### src/rtl/load_store_unit_pkg.sv
// rtl/load_store_unit_pkg.sv - funct3, rw_mode, exception and state codes shared by the LSU and data_memory
package load_store_unit_pkg;

    localparam logic [2:0] F3_B  = 3'b000;
    localparam logic [2:0] F3_H  = 3'b001;
    localparam logic [2:0] F3_W  = 3'b010;
    localparam logic [2:0] F3_BU = 3'b100;
    localparam logic [2:0] F3_HU = 3'b101;

    localparam logic [1:0] RW_WORD = 2'b00;
    localparam logic [1:0] RW_HALF = 2'b01;
    localparam logic [1:0] RW_BYTE = 2'b10;
    localparam logic [1:0] RW_NONE = 2'b11;

    localparam logic [1:0] EXC_OK       = 2'b00;
    localparam logic [1:0] EXC_MISALIGN = 2'b01;
    localparam logic [1:0] EXC_FAULT    = 2'b10;
    localparam logic [1:0] EXC_ILLEGAL  = 2'b11;

    typedef enum logic [2:0] {
        ST_IDLE,
        ST_STORE,
        ST_LOAD_ADDR,
        ST_LOAD_DATA,
        ST_RESP
    } lsu_state_e;

    // funct3[1:0] selects access size for both loads and stores
    function automatic logic [1:0] rw_mode_of(input logic [1:0] size_code);
        case (size_code)
            2'b00:   return RW_BYTE;
            2'b01:   return RW_HALF;
            default: return RW_WORD;
        endcase
    endfunction

endpackage

### src/rtl/load_store_unit_load_extender.sv
// rtl/load_store_unit_load_extender.sv - sign/zero extension of LSB-aligned load data by funct3
import load_store_unit_pkg::*;

module load_extender (
    input  logic [2:0]  funct3_i,
    input  logic [31:0] raw_i,
    output logic [31:0] result_o
);

    always_comb begin
        result_o = raw_i;
        case (funct3_i)
            F3_B:    result_o = {{24{raw_i[7]}}, raw_i[7:0]};
            F3_H:    result_o = {{16{raw_i[15]}}, raw_i[15:0]};
            F3_BU:   result_o = {24'h0, raw_i[7:0]};
            F3_HU:   result_o = {16'h0, raw_i[15:0]};
            default: result_o = raw_i;
        endcase
    end

endmodule

### src/rtl/load_store_unit.sv
// rtl/load_store_unit.sv - single-outstanding load/store sequencer onto the data_memory port
import load_store_unit_pkg::*;

module load_store_unit #(
    parameter int DMEM_DATA_WIDTH = 32,
    parameter int DMEM_ADDR_WIDTH = 12
) (
    input  logic                       clk,
    input  logic                       rst,
    input  logic                       req_valid,
    output logic                       req_ready,
    input  logic                       req_is_store,
    input  logic [2:0]                 req_funct3,
    input  logic [31:0]                req_base,
    input  logic [11:0]                req_offset,
    input  logic [31:0]                req_wdata,
    input  logic [4:0]                 req_rd,
    output logic                       resp_valid,
    input  logic                       resp_ready,
    output logic [4:0]                 resp_rd,
    output logic [31:0]                resp_data,
    output logic [31:0]                resp_addr,
    output logic [1:0]                 resp_exc,
    output logic                       dmem_wr_en,
    output logic [1:0]                 dmem_rw_mode,
    output logic [DMEM_ADDR_WIDTH-1:0] dmem_addr,
    output logic [DMEM_DATA_WIDTH-1:0] dmem_w_data,
    input  logic [DMEM_DATA_WIDTH-1:0] dmem_r_data
);

    lsu_state_e                 state_q;
    logic                       wr_en_q;
    logic [1:0]                 rw_mode_q;
    logic [DMEM_ADDR_WIDTH-1:0] addr_q;
    logic [DMEM_DATA_WIDTH-1:0] w_data_q;
    logic [2:0]                 funct3_q;
    logic [4:0]                 resp_rd_q;
    logic [31:0]                resp_data_q;
    logic [31:0]                resp_addr_q;
    logic [1:0]                 resp_exc_q;

    logic [31:0] ea;
    logic        illegal, misaligned, out_of_range;
    logic [1:0]  chk_exc_d;
    logic [31:0] ext_data;

    assign ea = req_base + {{20{req_offset[11]}}, req_offset};

    always_comb begin
        if (req_is_store)
            illegal = req_funct3[2] | (req_funct3 == 3'b011);
        else
            illegal = (req_funct3 == 3'b011) | (req_funct3[2:1] == 2'b11);
        misaligned   = ((req_funct3[1:0] == 2'b01) & ea[0])
                     | ((req_funct3[1:0] == 2'b10) & (ea[1:0] != 2'b00));
        out_of_range = |ea[31:DMEM_ADDR_WIDTH];
        chk_exc_d    = EXC_OK;
        if (illegal)           chk_exc_d = EXC_ILLEGAL;
        else if (misaligned)   chk_exc_d = EXC_MISALIGN;
        else if (out_of_range) chk_exc_d = EXC_FAULT;
    end

    load_extender u_load_extender (
        .funct3_i (funct3_q),
        .raw_i    (dmem_r_data[31:0]),
        .result_o (ext_data)
    );

    always_ff @(posedge clk) begin
        if (rst) begin
            state_q     <= ST_IDLE;
            wr_en_q     <= 1'b0;
            rw_mode_q   <= RW_NONE;
            addr_q      <= '0;
            w_data_q    <= '0;
            funct3_q    <= 3'b000;
            resp_rd_q   <= 5'd0;
            resp_data_q <= 32'd0;
            resp_addr_q <= 32'd0;
            resp_exc_q  <= EXC_OK;
        end else begin
            case (state_q)
                ST_IDLE: if (req_valid) begin
                    resp_rd_q   <= req_rd;
                    resp_addr_q <= ea;
                    resp_data_q <= 32'd0;
                    funct3_q    <= req_funct3;
                    resp_exc_q  <= chk_exc_d;
                    if (chk_exc_d != EXC_OK) begin
                        state_q <= ST_RESP;
                    end else begin
                        addr_q    <= ea[DMEM_ADDR_WIDTH-1:0];
                        rw_mode_q <= rw_mode_of(req_funct3[1:0]);
                        if (req_is_store) begin
                            w_data_q <= req_wdata;
                            wr_en_q  <= 1'b1;
                            state_q  <= ST_STORE;
                        end else begin
                            state_q  <= ST_LOAD_ADDR;
                        end
                    end
                end
                ST_STORE: begin
                    wr_en_q   <= 1'b0;
                    rw_mode_q <= RW_NONE;
                    state_q   <= ST_RESP;
                end
                ST_LOAD_ADDR: state_q <= ST_LOAD_DATA;
                // read data for the address driven in LOAD_ADDR is valid now
                ST_LOAD_DATA: begin
                    resp_data_q <= ext_data;
                    rw_mode_q   <= RW_NONE;
                    state_q     <= ST_RESP;
                end
                ST_RESP: if (resp_ready) state_q <= ST_IDLE;
                default: state_q <= ST_IDLE;
            endcase
        end
    end

    assign req_ready    = (state_q == ST_IDLE);
    assign resp_valid   = (state_q == ST_RESP);
    assign resp_rd      = resp_rd_q;
    assign resp_data    = resp_data_q;
    assign resp_addr    = resp_addr_q;
    assign resp_exc     = resp_exc_q;
    assign dmem_wr_en   = wr_en_q & ~rst;
    assign dmem_rw_mode = rw_mode_q;
    assign dmem_addr    = addr_q;
    assign dmem_w_data  = w_data_q;

endmodule

### config.mk
export PLATFORM = sky130hd
export DESIGN_NAME = load_store_unit
export DESIGN_NICKNAME = d
export VERILOG_FILES = /design/src/rtl/load_store_unit_pkg.sv /design/src/rtl/load_store_unit_load_extender.sv /design/src/rtl/load_store_unit.sv
export SDC_FILE = /design/constraint.sdc
export NUM_CORES = 1
export LEC_CHECK = 0
export ABC_AREA = 1
export CAP_MARGIN = 20
export CORE_MARGIN = 4
export CORE_UTILIZATION = 35
export CTS_BUF_LIST = sky130_fd_sc_hd__clkbuf_16
export CTS_CLUSTER_SIZE = 28
export DETAILED_ROUTE_END_ITERATION = 6
export GPL_ROUTABILITY_DRIVEN = 0
export HOLD_SLACK_MARGIN = 0.06
export SLEW_MARGIN = 10
export SYNTH_ARGS = -nofsm -noshare
export SYNTH_HDL_FRONTEND = slang
export SYNTH_HIERARCHICAL = 1
export SYNTH_SLANG_ARGS = --single-unit
### constraint.sdc
create_clock -name clk -period 3.5 [get_ports clk]
set_clock_uncertainty 0.05 [all_clocks]
set_input_delay 0.525 -clock clk [delete_from_list [all_inputs] [get_ports clk]]
set_output_delay 0.525 -clock clk [all_outputs]
set_load 0.005 [all_outputs]
Yosys cells after proc, flatten, opt, wreduce, memory -nomap -nowiden
Cells that the tools add are included.
{ "totals": {"regBits": 124, "input_bits": 121, "elab_cells": 71} }
{ "op_classes": {"mux": 20, "n_reduce_logical": 17, "eq_ne": 15, "addsub": 1, "bitwise_logic": 8} }
{ "ops": {"columns": ["operator", "n"], "rows": [
  ["$pmux 32 s4", 1],
  ["$pmux 32 s2", 1],
  ["$add 32x32->32", 1],
  ["$mux 32", 1],
  ["$reduce_or 20->1", 1],
  ["$mux 2", 6],
  ["$pmux 3 s4", 1],
  ["$reduce_bool 2->1", 5],
  ["$eq 3x2->1 const B", 3],
  ["$eq 3x3->1 const B", 3],
  ["$mux 3", 3],
  ["$pmux 2 s2", 2],
  ["$reduce_and 4->1", 2],
  ["$eq 3x1->1 const B", 2],
  ["$logic_not 3->1", 2],
  ["$reduce_and 2->1", 3],
  ["$reduce_and 3->1", 2],
  ["$eq 2x2->1 const B", 2],
  ["$mux 1", 4],
  ["$ne 2x1->1 const B", 2],
  ["$ne 2x2->1 const B", 2],
  ["$and 1x1->1", 3],
  ["$or 1x1->1", 3],
  ["$eq 2x1->1 const B", 1],
  ["other kinds (4)", 5]
]} }

Depth between registers and ports, before layout
{ "logic_depth": {"depth_word": 10, "ltp_mapped": 22, "mapped_depth_nobuf": 21} }

By module
Netlist, hierarchy kept.
{ "by_module_without_submodules": {"columns": ["module", "seq_area_each_um2", "area_per_inst_um2", "instances", "cells_each"], "rows": [
  ["load_store_unit", 2482.4, 7487.2, 1, 1229],
  ["load_extender", 0.0, 389.1, 1, 70]
]} }

Worst setup path after synthesis
No wires, ideal clock.
{ "synth_path": {"path_kind": "input port to flip-flop", "startpoint": "input req_base[0]", "endpoint": "register w_data_q[10] (netlist: dmem_w_data[10])", "setup_time_ns": 0.113, "path_stages": 20, "arrival_ns": 2.668, "slack_ns": 0.669, "required_time_ns": 3.337, "cell_sequence": "ha_1 -> inv_1 -> fa_1 -> inv_1 -> nand3_1 -> nand3_1 -> nand2_1 -> nand2_1 -> nand2_1 -> nand3_1 -> nand2_1 -> nand2_1 -> nand3_1 -> nor2_1 -> nand3_1 -> nor2_2 -> nand4_4 -> buf_2 -> nor2_1 -> nor2_1"} }
{ "synth_between": {"elab_chain_len": 9, "elab_cells_between_ends": 12} }
{ "synth_rtl": {"columns": ["element", "line", "rtl"], "rows": [
  ["from (decl)", "load_store_unit.sv:14", "input logic [31:0] req_base,"],
  ["$add 32x32->32 *", "load_store_unit.sv:47", "assign ea = req_base + {{20{req_offset[11]}}, req_offset};"],
  ["branches (longest 3 deep; another with $reduce_or 20->1)", null, null],
  ["$mux 2 *", "load_store_unit.sv:59", "else if (misaligned) chk_exc_d = EXC_MISALIGN;"],
  ["$mux 2 *", "load_store_unit.sv:58", "if (illegal) chk_exc_d = EXC_ILLEGAL;"],
  ["$reduce_bool 2->1 *", "load_store_unit.sv:89", "if (chk_exc_d != EXC_OK) begin"],
  ["$not 1->1 (no line) *", null, null],
  ["$reduce_and 4->1 (no line) *", null, null],
  ["to (signal assigned)", "load_store_unit.sv:95", "w_data_q <= req_wdata;"],
  ["to (decl)", "load_store_unit.sv:35", "logic [DMEM_DATA_WIDTH-1:0] w_data_q;"]
]} }
Every way passes the cells marked *.
A chain may end at the register's enable or synchronous reset.

Worst setup path after layout
{ "layout_path": {"startpoint": "input req_base[7]", "endpoint": "register w_data_q[23] (netlist: dmem_w_data[23])"} }
{ "layout_between": {"elab_chain_len": 8} }
{ "layout_rtl": {"columns": ["element", "line", "rtl"], "rows": [
  ["$add 32x32->32", "load_store_unit.sv:47", null],
  ["$reduce_or 20->1", "load_store_unit.sv:56", "out_of_range = |ea[31:DMEM_ADDR_WIDTH];"],
  ["$mux 2", "load_store_unit.sv:60", "else if (out_of_range) chk_exc_d = EXC_FAULT;"],
  ["$mux 2", "load_store_unit.sv:59", null],
  ["$mux 2", "load_store_unit.sv:58", null],
  ["$reduce_bool 2->1", "load_store_unit.sv:89", null],
  ["$not 1->1 (no line)", null, null],
  ["$reduce_and 4->1 (no line)", null, null]
]} }
No other way between the ends.

==> metrics.log <==
[metrics] outcome: completed
[metrics] static leakage: 6.00 nW
[metrics] Rel. slew slack: 0.473
[metrics] max-capacitance violation count: 0
[metrics] share of the core filled with cells: 0.544
[metrics] CP Data Arrival Time: 3.59 ns
[metrics] number of distinct library cells after synthesis: 33
[metrics] standard-cell row count: 54
[metrics] TritonRoute pass-1 iters: 5
[metrics] antenna fix cells: 0
[metrics] transition time at the pin with the least slew margin: 0.789 ns
[metrics] drt first-iter violations: 509
[metrics] die height: 158 um
[metrics] Core Area: 0.0220 mm2
[metrics] most numerous cell types in the synthesized netlist: nand2_1 (408), inv_1 (216), nor2_1 (149), nand3_1 (128), dfxtp_1 (124)
[metrics] maximum number of pins on one net before global-route repair: 65
[metrics] overall routed net length: 27500 um
[metrics] I/O Buffers: 240
[metrics] H-tree lvl count: 4
[metrics] post-CTS clock slew at the launch and capture registers of the worst setup and hold paths: 0.06 ns
[metrics] net count reported at finish: 1744
[metrics] wire length of the first global-routing pass: 41600 um
[metrics] Post-Synthesis Net Count: 1452
[metrics] Synth area leaders: dfxtp_1 (32%), nand2_1 (19%), inv_1 (10%)
[metrics] buffer levels on the longest clock path: 2
[metrics] library cell with the highest instance count after synthesis: nand2_1
[metrics] GRT Residual Overflow: 0
[metrics] Pins Over Slew Limit: 0
[metrics] CTS tree: built
[metrics] number of global-route vias before repair: 8149
[metrics] Highest Clock Rate: 301 MHz
[metrics] detailed-route wire length per cell: 14.6 um
[metrics] Req. time, crit path: 3.76 ns
[metrics] DR vias/cell: 4.65
[metrics] clock latency on the worst-skew pair: 0.41 ns
[metrics] Critical Path End Type: flop
[metrics] starting density of the core: 0.359
[metrics] Post-Synthesis Mean Instance Area: 6.06 um2
[metrics] number of synthesized register bits: 124
[metrics] Pwr Density: 369 mW/mm2
[metrics] TritonCTS buffer count: 17
[metrics] final hold violations: 0
[metrics] routed length on met3: 1910 um
[metrics] Syn. warnings: 6
[metrics] final-layout setup total negative slack: 0 ns
[metrics] Final Power: 4.41 mW
[metrics] fraction of final layout cells sized beyond drive strength 1: 0.121
[metrics] peak supply drop: 0.314 mV
[metrics] Finish-stage setup viols: 0
[metrics] number of enable flip-flop cells after synthesis: 0
[metrics] post-detailed-route count of antenna-violating nets: 0
[metrics] routed metal-1 wire length: 12900 um
[metrics] number of vias in the routed layout: 8762
[metrics] Die Outline Area: 0.0250 mm2
[metrics] Top Layer Used: met4
[metrics] number of antenna violations at the first check in global routing: 0
[metrics] hold slack: 0.401 ns
[metrics] cell taking the most area after synthesis: dfxtp_1
[metrics] met2 routed WL: 12200 um
[metrics] post-detail-place hpwl: 20200 um
[metrics] final clock period utilization by the worst path: 0.950
[metrics] share of Yosys cell area claimed by the top area cell type: 0.315
[metrics] top_reg_cell synth: dfxtp_1
[metrics] Area Growth Syn to Fin: 51.6%
[metrics] kind of path behind the tightest hold check: reg2reg
[metrics] time the final worst path needs with I/O delays and setup: 3.32 ns
[metrics] cell area after technology mapping: 0.00788 mm2
[metrics] clock tree root driver cell: clkbuf_16
[metrics] CP Max Fanout: 16
[metrics] DRC violation count after routing: 0
[metrics] final worst-path setup slack: 0.176 ns
[metrics] WS Path Type: in2reg
[metrics] TritonCTS sink count: 124
[metrics] overall fraction of global-route tracks in use: 0.208
[metrics] I/O pin count: 241
[metrics] sequential fraction of the synthesis area: 0.315
[metrics] Critical Path Source Type: input pin
[metrics] width of the chip: 158 um
[metrics] Worst Setup Slack post-DPL: -0.187 ns
[metrics] Cells after Synth: 1299
[metrics] asr flop ratio synth: 0
[final timing paths]
kind                                   start         endpoint  slack [ns]  cells past startpoint
worst min-delay path            resp_addr[0]     resp_addr[0]        0.40                      2
worst min register to register  resp_addr[0]     resp_addr[0]        0.40                      2
worst max-delay path             req_base[7]  dmem_w_data[23]        0.18                     16
worst max register to register    state_q[1]  dmem_w_data[23]        1.14                      9
[flip-flops by register name, indices dropped and copies added (netlist names)]
signal,cells
dmem_rw_mode,2
funct3_q,3
state_q,3
dmem_addr,12
resp_addr,32
resp_exc,2
resp_rd,5
dmem_w_data,32
wr_en_q,1
resp_data,32
[cell usage in the layout (no fill, tap or decap), types with 3 or more instances in the layout]
| cell | instances |
|---|---|
| ha_2 | 4 |
| a21oi_2 | 7 |
| nand3_2 | 7 |
| o21bai_1 | 18 |
| o211ai_1 | 11 |
| clkinv_2 | 3 |
| clkdlybuf4s50_1 | 239 |
| and2_1 | 3 |
| clkbuf_16 | 21 |
| buf_6 | 3 |
| xor2_1 | 8 |
| nor2_4 | 6 |
| nor2_1 | 132 |
| buf_12 | 3 |
| o21ai_0 | 45 |
| xnor2_1 | 4 |
| inv_1 | 215 |
| ha_1 | 19 |
| nand2_2 | 7 |
| clkinvlp_4 | 3 |
| dfxtp_1 | 124 |
| buf_4 | 77 |
| inv_2 | 13 |
| clkinv_4 | 3 |
| nand3_1 | 122 |
| nand2_1 | 401 |
| a21oi_1 | 50 |
| ha_4 | 8 |
| nor3_1 | 4 |
| nor2_2 | 17 |
| nand4_1 | 9 |
[kinds of logic (layout without fill, tap and decap cells)]
| kind of cell | Yosys count | count (layout) | synth area share |
|---|---|---|---|
| XOR/XNOR | 12 | 12 | 0.0133 |
| AND/OR/NAND/NOR | 716 | 716 | 0.379 |
| adder cells (fa/ha/maj) | 32 | 32 | 0.0518 |
| flip-flops | 124 | 124 | 0.315 |
| AO/OA/AOI/OAI | 133 | 133 | 0.0944 |
| buffers and inverters | 282 | 587 | 0.146 |
[layout make-up]
class                   count  area (um2)
clock buffers              17         425
well taps                 280         350
repair buffers            328        3190
inverters                 227         852
fillers                  2210       10000
clock inverters            15         151
flip-flops and latches    124        2480
multi-input cells         893        4480
[power breakdown]
group          internal (mW)  switching (mW)  leakage, nW  total [mW]
Combinational          0.555           0.610         4.71        1.16
Sequential              1.46          0.0364         1.01        1.50
Clock                   1.05           0.697        0.284        1.74
Total                   3.07            1.34         6.00        4.41
[metal layers]
metal / GRT usage / vias up
li1: - / 4584
met4: 0.0512 / 0
met3: 0.0530 / 31
met1: 0.278 / 3888
met5: 0 / -
met2: 0.337 / 259
[critical path, stage by stage]
cell	delay (ns)
clkdlybuf4s50_1	0.41
ha_1	0.37
nand2_1	0.11
nor2_1	0.32
nand3_1	0.13
nand3_1	0.23
nand2_1	0.11
nand3_1	0.08
nand2_1	0.13
nor2_1	0.14
nand4_1	0.19
nor2_4	0.15
nand4_4	0.23
buf_6	0.26
nor2_1	0.11
nor2_1	0.06
[repair_timing]
item,CTS,global route
hold buffers,0,0
setup buffers,0,4
setup endpoints to repair,0,48
resized for setup,0,54
[per-stage QoR]
step | instances | cell area, um2
floorplan | 1299 | 7880
detailed placement | 1840 | 10900
CTS | 1872 | 11500
global placement | 1840 | 10900
finish | 1884 | 11900
global route | 1884 | 11900
Note: power is estimated with default switching activity, not from simulation.
